**config.mk**
```make
export PLATFORM = sky130hd
export DESIGN_NAME = sound_player
export DESIGN_NICKNAME = d
export VERILOG_FILES = /design/src/rtl/sound_pkg.sv /design/src/rtl/tone_divider.sv /design/src/rtl/sound_player.sv
export SDC_FILE = /design/constraint.sdc
export NUM_CORES = 1
export LEC_CHECK = 0
export CORE_UTILIZATION = 45
export CTS_CLUSTER_DIAMETER = 80
export DETAILED_ROUTE_END_ITERATION = 16
export DONT_BUFFER_PORTS = 1
export PLACE_DENSITY = 0.64
export SLEW_MARGIN = 10
export SYNTH_ARGS = -nofsm -noshare
export SYNTH_HDL_FRONTEND = slang
export SYNTH_HIERARCHICAL = 1
export SYNTH_SLANG_ARGS = --single-unit
```
**constraint.sdc**
```tcl
create_clock -name clk -period 4.1 [get_ports clk]
set_input_delay 0.615 -clock clk [delete_from_list [all_inputs] [get_ports clk]]
set_output_delay 0.615 -clock clk [all_outputs]
set_load 0.01 [all_outputs]
```
**src/rtl/sound_pkg.sv**
```systemverilog
// Shared definitions for the sound path: sound codes (also used by the animation)
// and the tone FSM state encoding.
package sound_pkg;

  localparam logic [1:0] STOP = 2'b00;
  localparam logic [1:0] PONG = 2'b01;
  localparam logic [1:0] PING = 2'b10;
  localparam logic [1:0] GO   = 2'b11;

  typedef enum logic [1:0] {
    IDLE   = 2'b00,
    TONE_A = 2'b01,
    TONE_B = 2'b10
  } state_e;

  function automatic int max3(input int a, input int b, input int c);
    int m;
    m = (a > b) ? a : b;
    return (m > c) ? m : c;
  endfunction

endpackage

```
**src/rtl/tone_divider.sv**
```systemverilog
// Half-period counter producing a square-wave tone bit; reloaded with the
// selected half-period minus one on load or on every wrap.
module tone_divider #(
  parameter int W = 8
) (
  input  logic         clk,
  input  logic         clr,
  input  logic         load,
  input  logic         clear,
  input  logic         en,
  input  logic [W-1:0] reload,
  output logic         tone
);

  logic [W-1:0] cnt_q, cnt_d;
  logic         tone_q, tone_d;

  always_comb begin
    cnt_d  = cnt_q;
    tone_d = tone_q;
    if (load) begin
      cnt_d  = reload;
      tone_d = 1'b0;
    end else if (clear) begin
      cnt_d  = '0;
      tone_d = 1'b0;
    end else if (en) begin
      if (cnt_q == '0) begin
        cnt_d  = reload;
        tone_d = ~tone_q;
      end else begin
        cnt_d = cnt_q - W'(1);
      end
    end
  end

  always_ff @(posedge clk) begin
    if (clr) begin
      cnt_q  <= '0;
      tone_q <= 1'b0;
    end else begin
      cnt_q  <= cnt_d;
      tone_q <= tone_d;
    end
  end

  assign tone = tone_q;

endmodule

```
**src/rtl/sound_player.sv**
```systemverilog
// Tone generator: plays ping, pong or go (ping then pong) for a fixed duration
// on a trigger; owns all audio timing so the animation stays clock-rate independent.
module sound_player
  import sound_pkg::*;
#(
  parameter int PING_HALF = 28409,
  parameter int PONG_HALF = 56818,
  parameter int DUR       = 2500000
) (
  input  logic       clk,
  input  logic       clr,
  input  logic [1:0] code_sound,
  input  logic       trigger,
  input  logic       mute,
  output logic       speaker,
  output logic       busy,
  output logic [1:0] active_code
);

  localparam int CW = $clog2(max3(PING_HALF, PONG_HALF, DUR));
  localparam logic [CW-1:0] PING_RELOAD = CW'(PING_HALF - 1);
  localparam logic [CW-1:0] PONG_RELOAD = CW'(PONG_HALF - 1);
  localparam logic [CW-1:0] DUR_RELOAD  = CW'(DUR - 1);

  state_e        state_q, state_d;
  logic [CW-1:0] dur_q, dur_d;
  logic [1:0]    code_q, code_d;
  logic          busy_q, busy_d;
  logic          div_load, div_clear, div_en;
  logic [CW-1:0] half_sel;
  logic          tone;

  always_comb begin
    state_d   = state_q;
    dur_d     = dur_q;
    code_d    = code_q;
    busy_d    = busy_q;
    div_load  = 1'b0;
    div_clear = 1'b0;
    div_en    = 1'b0;
    half_sel  = PING_RELOAD;
    if (trigger) begin
      if (code_sound == STOP) begin
        state_d   = IDLE;
        dur_d     = '0;
        code_d    = STOP;
        busy_d    = 1'b0;
        div_clear = 1'b1;
      end else begin
        state_d  = TONE_A;
        dur_d    = DUR_RELOAD;
        code_d   = code_sound;
        busy_d   = 1'b1;
        div_load = 1'b1;
        half_sel = (code_sound == PONG) ? PONG_RELOAD : PING_RELOAD;
      end
    end else if (state_q != IDLE) begin
      if (dur_q == '0) begin
        // Go chains into a pong segment; everything else ends here.
        if (state_q == TONE_A && code_q == GO) begin
          state_d  = TONE_B;
          dur_d    = DUR_RELOAD;
          div_load = 1'b1;
          half_sel = PONG_RELOAD;
        end else begin
          state_d   = IDLE;
          code_d    = STOP;
          busy_d    = 1'b0;
          div_clear = 1'b1;
        end
      end else begin
        dur_d    = dur_q - CW'(1);
        div_en   = 1'b1;
        half_sel = (state_q == TONE_B || code_q == PONG) ? PONG_RELOAD : PING_RELOAD;
      end
    end
  end

  always_ff @(posedge clk) begin
    if (clr) begin
      state_q <= IDLE;
      dur_q   <= '0;
      code_q  <= STOP;
      busy_q  <= 1'b0;
    end else begin
      state_q <= state_d;
      dur_q   <= dur_d;
      code_q  <= code_d;
      busy_q  <= busy_d;
    end
  end

  tone_divider #(.W(CW)) u_div (
    .clk    (clk),
    .clr    (clr),
    .load   (div_load),
    .clear  (div_clear),
    .en     (div_en),
    .reload (half_sel),
    .tone   (tone)
  );

  // Mute gates the pin only, so the tone phase keeps running underneath.
  assign speaker     = tone & ~mute;
  assign busy        = busy_q;
  assign active_code = code_q;

endmodule

```
==> results_dict.tcl <==
set metrics [dict create \
    hold_path_class "input pin to flop" \
    drt-wirelength-per-cell_um 17.1 \
    rsz0062_at_grt "false" \
    crit_buf_inv 1 \
    hold-path-cell-count 1 \
    synth.distinct_cells 70 \
    synth_flop_cell "dfxtp_1" \
    coreArea_mm2 0.00725 \
    dieArea_mm2 0.00785 \
    post_cts_resized 0 \
    synth_top_family_by_area "simple AND/OR/NAND/NOR gates" \
    grt_overflow 0 \
    die_x_um 88.6 \
    cts-htree-levels 2 \
    worst_slew_pin_slew_ps 1110 \
    cp_max_fo 21 \
    area_growth_pct 7.01 \
    place_area_mm2 0.00350 \
    clkPwrFrac_pct 28.1 \
    p_leak_nw 1.28 \
    drive_above_1_share_pct 8.76 \
    crit_path_top_delay_cell "nor4_2" \
    drv_slew 0 \
    critPathTopFamily "simple AND/OR/NAND/NOR gates" \
    synth_area_mm2 0.00337 \
    yosys_warnings 6 \
    synthMuxAreaShare_pct 1.26 \
    antenna_found_initial 0 \
    crit_path_end_kind "flop" \
    hold_viol_final 0 \
    ys_ff_latch 50 \
    synth-async-reset-ratio_pct 0 \
    skew_ps 13.5 \
    startpoint_type "flop" \
    clk_latency_ps 320 \
    worst-r2r-cell-count 9 \
    path_depth 9 \
    setup_violations 0 \
    initial_core_util_pct 46.5 \
    ir_drop_mv 0.163 \
    drcViolationCount 0 \
    max_freq_mhz 309 \
    p_sw_mw 0.472 \
    synth_adder_area_share_pct 0.742 \
    p_per_area_mw_per_mm2 364 \
    seq_power_share_pct 44.0 \
    grt_max_degree 33 \
    cts_buffers 5 \
    grt_pass1_wl_um 15100 \
    num_io_pins 10 \
    clk_pin_slew_ps 100 \
    fin_nets 452 \
    grt_pass1_vias 2983 \
    viasPerCell 6.20 \
    drtPass1Iterations 5 \
    cts_tree "yes" \
    antenna_left 0 \
    synth-simple-area-share_pct 33.3 \
    yosysSeqAreaShare_pct 29.7 \
    hold_buffers 0 \
    die_h_um 88.6 \
    worstPathCellList "nor4_2 > and3_1 > nand3_1 > nor2_1 > o21a_1 > buf_4 > mux2_2 > o31ai_1 > a2111oi_2" \
    first_iter_violations 242 \
    cts_root_buffer "clkbuf_8" \
    globalplace.congestion 0.889 \
    num_rows 31 \
    clock_path_buffers 2 \
    critical_path_class "flop to flop" \
    cp.arrival_ps 3470 \
    synth_edf_count 0 \
    cpPeakStageDelay_ps 490 \
    syn_avg_cell_area_um2 7.74 \
    diodes 0 \
    netSwitchingFraction_pct 35.9 \
    outcome "complete, no violations" \
    period_minus_slack_ps 3240 \
    post_cts_buffers 0 \
    netlist_instances 436 \
    io_buffers 0 \
    internal_power_mw 0.843 \
    cts_sinks 50 \
    fin_area_mm2 0.00361 \
    period_share_pct 79.0 \
    maxCapViolations 0 \
    nFillCells 717 \
    synth_compound_area_share_pct 25.4 \
    via_count 3375 \
    synth-xor-area-share_pct 3.89 \
    comb_power_share_pct 27.9 \
    grt_usage_pct 25.2 \
    setup_tns_ps 0 \
    worstPathRequired_ps 4330 \
    relSlewSlack_pct 25.5 \
    wirelength_um 9290 \
    dpl.hpwl_um 6280 \
]
## flip-flops by register name, summed over array words and instances (netlist names)
name         count
dur_q           22
u_div/cnt_q     22
active_code      2
state_q          2
busy             1
u_div/tone       1
## synth_stat cells (all sizes together), types with 3 or more instances
cell type	instances	area, um2
a211oi	10	75.1
a22o	5	43.8
a22oi	5	37.5
clkbuf	16	60.1
nor3	39	233
nor2b	4	25.0
nand2	32	120
or2	4	25.0
nor2	48	188
dfxtp	50	1000
or4	5	41.3
nand4	6	52.6
a311oi	4	35.0
a21oi	31	159
a32o	5	50.1
o31a	4	35.0
o31ai	8	65.1
inv	14	52.6
nor4	16	136
and4	4	35.0
o21ai	17	85.1
buf	11	70.1
a31oi	9	56.3
o32ai	4	35.0
or3	7	45.1
nand2b	3	18.8
xnor2	10	87.6
and3	6	37.5
xor2	5	43.8
nand3	18	90.1
## logic make-up after synthesis
| kind of cell | after synthesis |
|---|---|
| compound gates | 122 |
| mux | 4 |
| simple gates | 199 |
| xor+xnor | 15 |
| fa+ha+maj | 2 |
| other cells | 2 |
| buf+inv | 42 |
| flops | 50 |
## per-stage QoR
stage               utilization [%]  worst slack (ps)  hold slack (ps)  power [mW]  instances
floorplan                         -              1260              462       0.885        458
global placement               48.2              1000              496       0.942        536
detailed placement             48.2               946              493       0.948        536
CTS                            49.8               900              336        1.31        544
global route                   49.8               648              337        1.38        544
finish                         49.8               860              348        1.32        544
## path summary, 6_finish.rpt
| path | from | end | slack (ps) |
|---|---|---|---|
| worst max register to register | dur_q[3] | u_div/cnt_q[13] | 860 |
| worst min register to register | dur_q[7] | dur_q[7] | 520 |
| worst max-delay path | dur_q[3] | u_div/cnt_q[13] | 860 |
| worst min-delay path | clr | u_div/cnt_q[20] | 350 |
## worst register-to-register path, cell delays in order (launching register included)
cell	delay, ps
dfxtp_1	360
nor4_2	490
and3_1	470
nand3_1	290
nor2_1	190
o21a_1	410
buf_4	330
mux2_2	190
o31ai_1	70
a2111oi_2	340
## area by class of cell
cell class,instances,area [um2],area share [%]
clock buffer,6,72.6,2.01
clock inverter,2,37.5,1.04
inverter,15,56.3,1.56
multi-input combinational,366,2270,63.0
sequential,50,1000,27.7
tap,99,124,3.43
timing repair buffer,6,45.0,1.25
## layer usage
layer	part of all wire [%]	GRT usage [%]	vias to the layer above
met4	1.4	9.68	0
met1	49	36.5	1620
li1	-	-	1638
met3	6.5	4.57	9
met2	43	36.8	108
met5	0	0	-
## power by group through the flow
stage	Clock (mW)	Combinational, mW	Sequential (mW)
5_1_grt	0.392	0.405	0.585
3_5_place_dp	0	0.359	0.588
3_3_place_gp	0	0.356	0.587
6_report	0.370	0.367	0.579
2_1_floorplan	0	0.316	0.568
4_1_cts	0.376	0.361	0.577
## cell usage in the layout, fill, tap and decap left out, drive strengths merged, types with 3 or more instances in the layout
cell / instances
o31ai: 8
nor3: 39
xor2: 5
inv: 14
nor2b: 4
a32o: 5
dfxtp: 50
xnor2: 10
nand3: 18
a311oi: 4
nand2: 32
nor4: 16
clkbuf: 6
o32ai: 4
and4: 4
a31oi: 9
buf: 6
nor2: 48
a21oi: 31
nand2b: 3
or3: 7
o21ai: 17
nand4: 6
a211oi: 10
a22oi: 5
or2: 4
a22o: 5
and3: 6
o31a: 4
or4: 5
conb: 24
No activity file was read; power rests on OpenSTA's default activity.
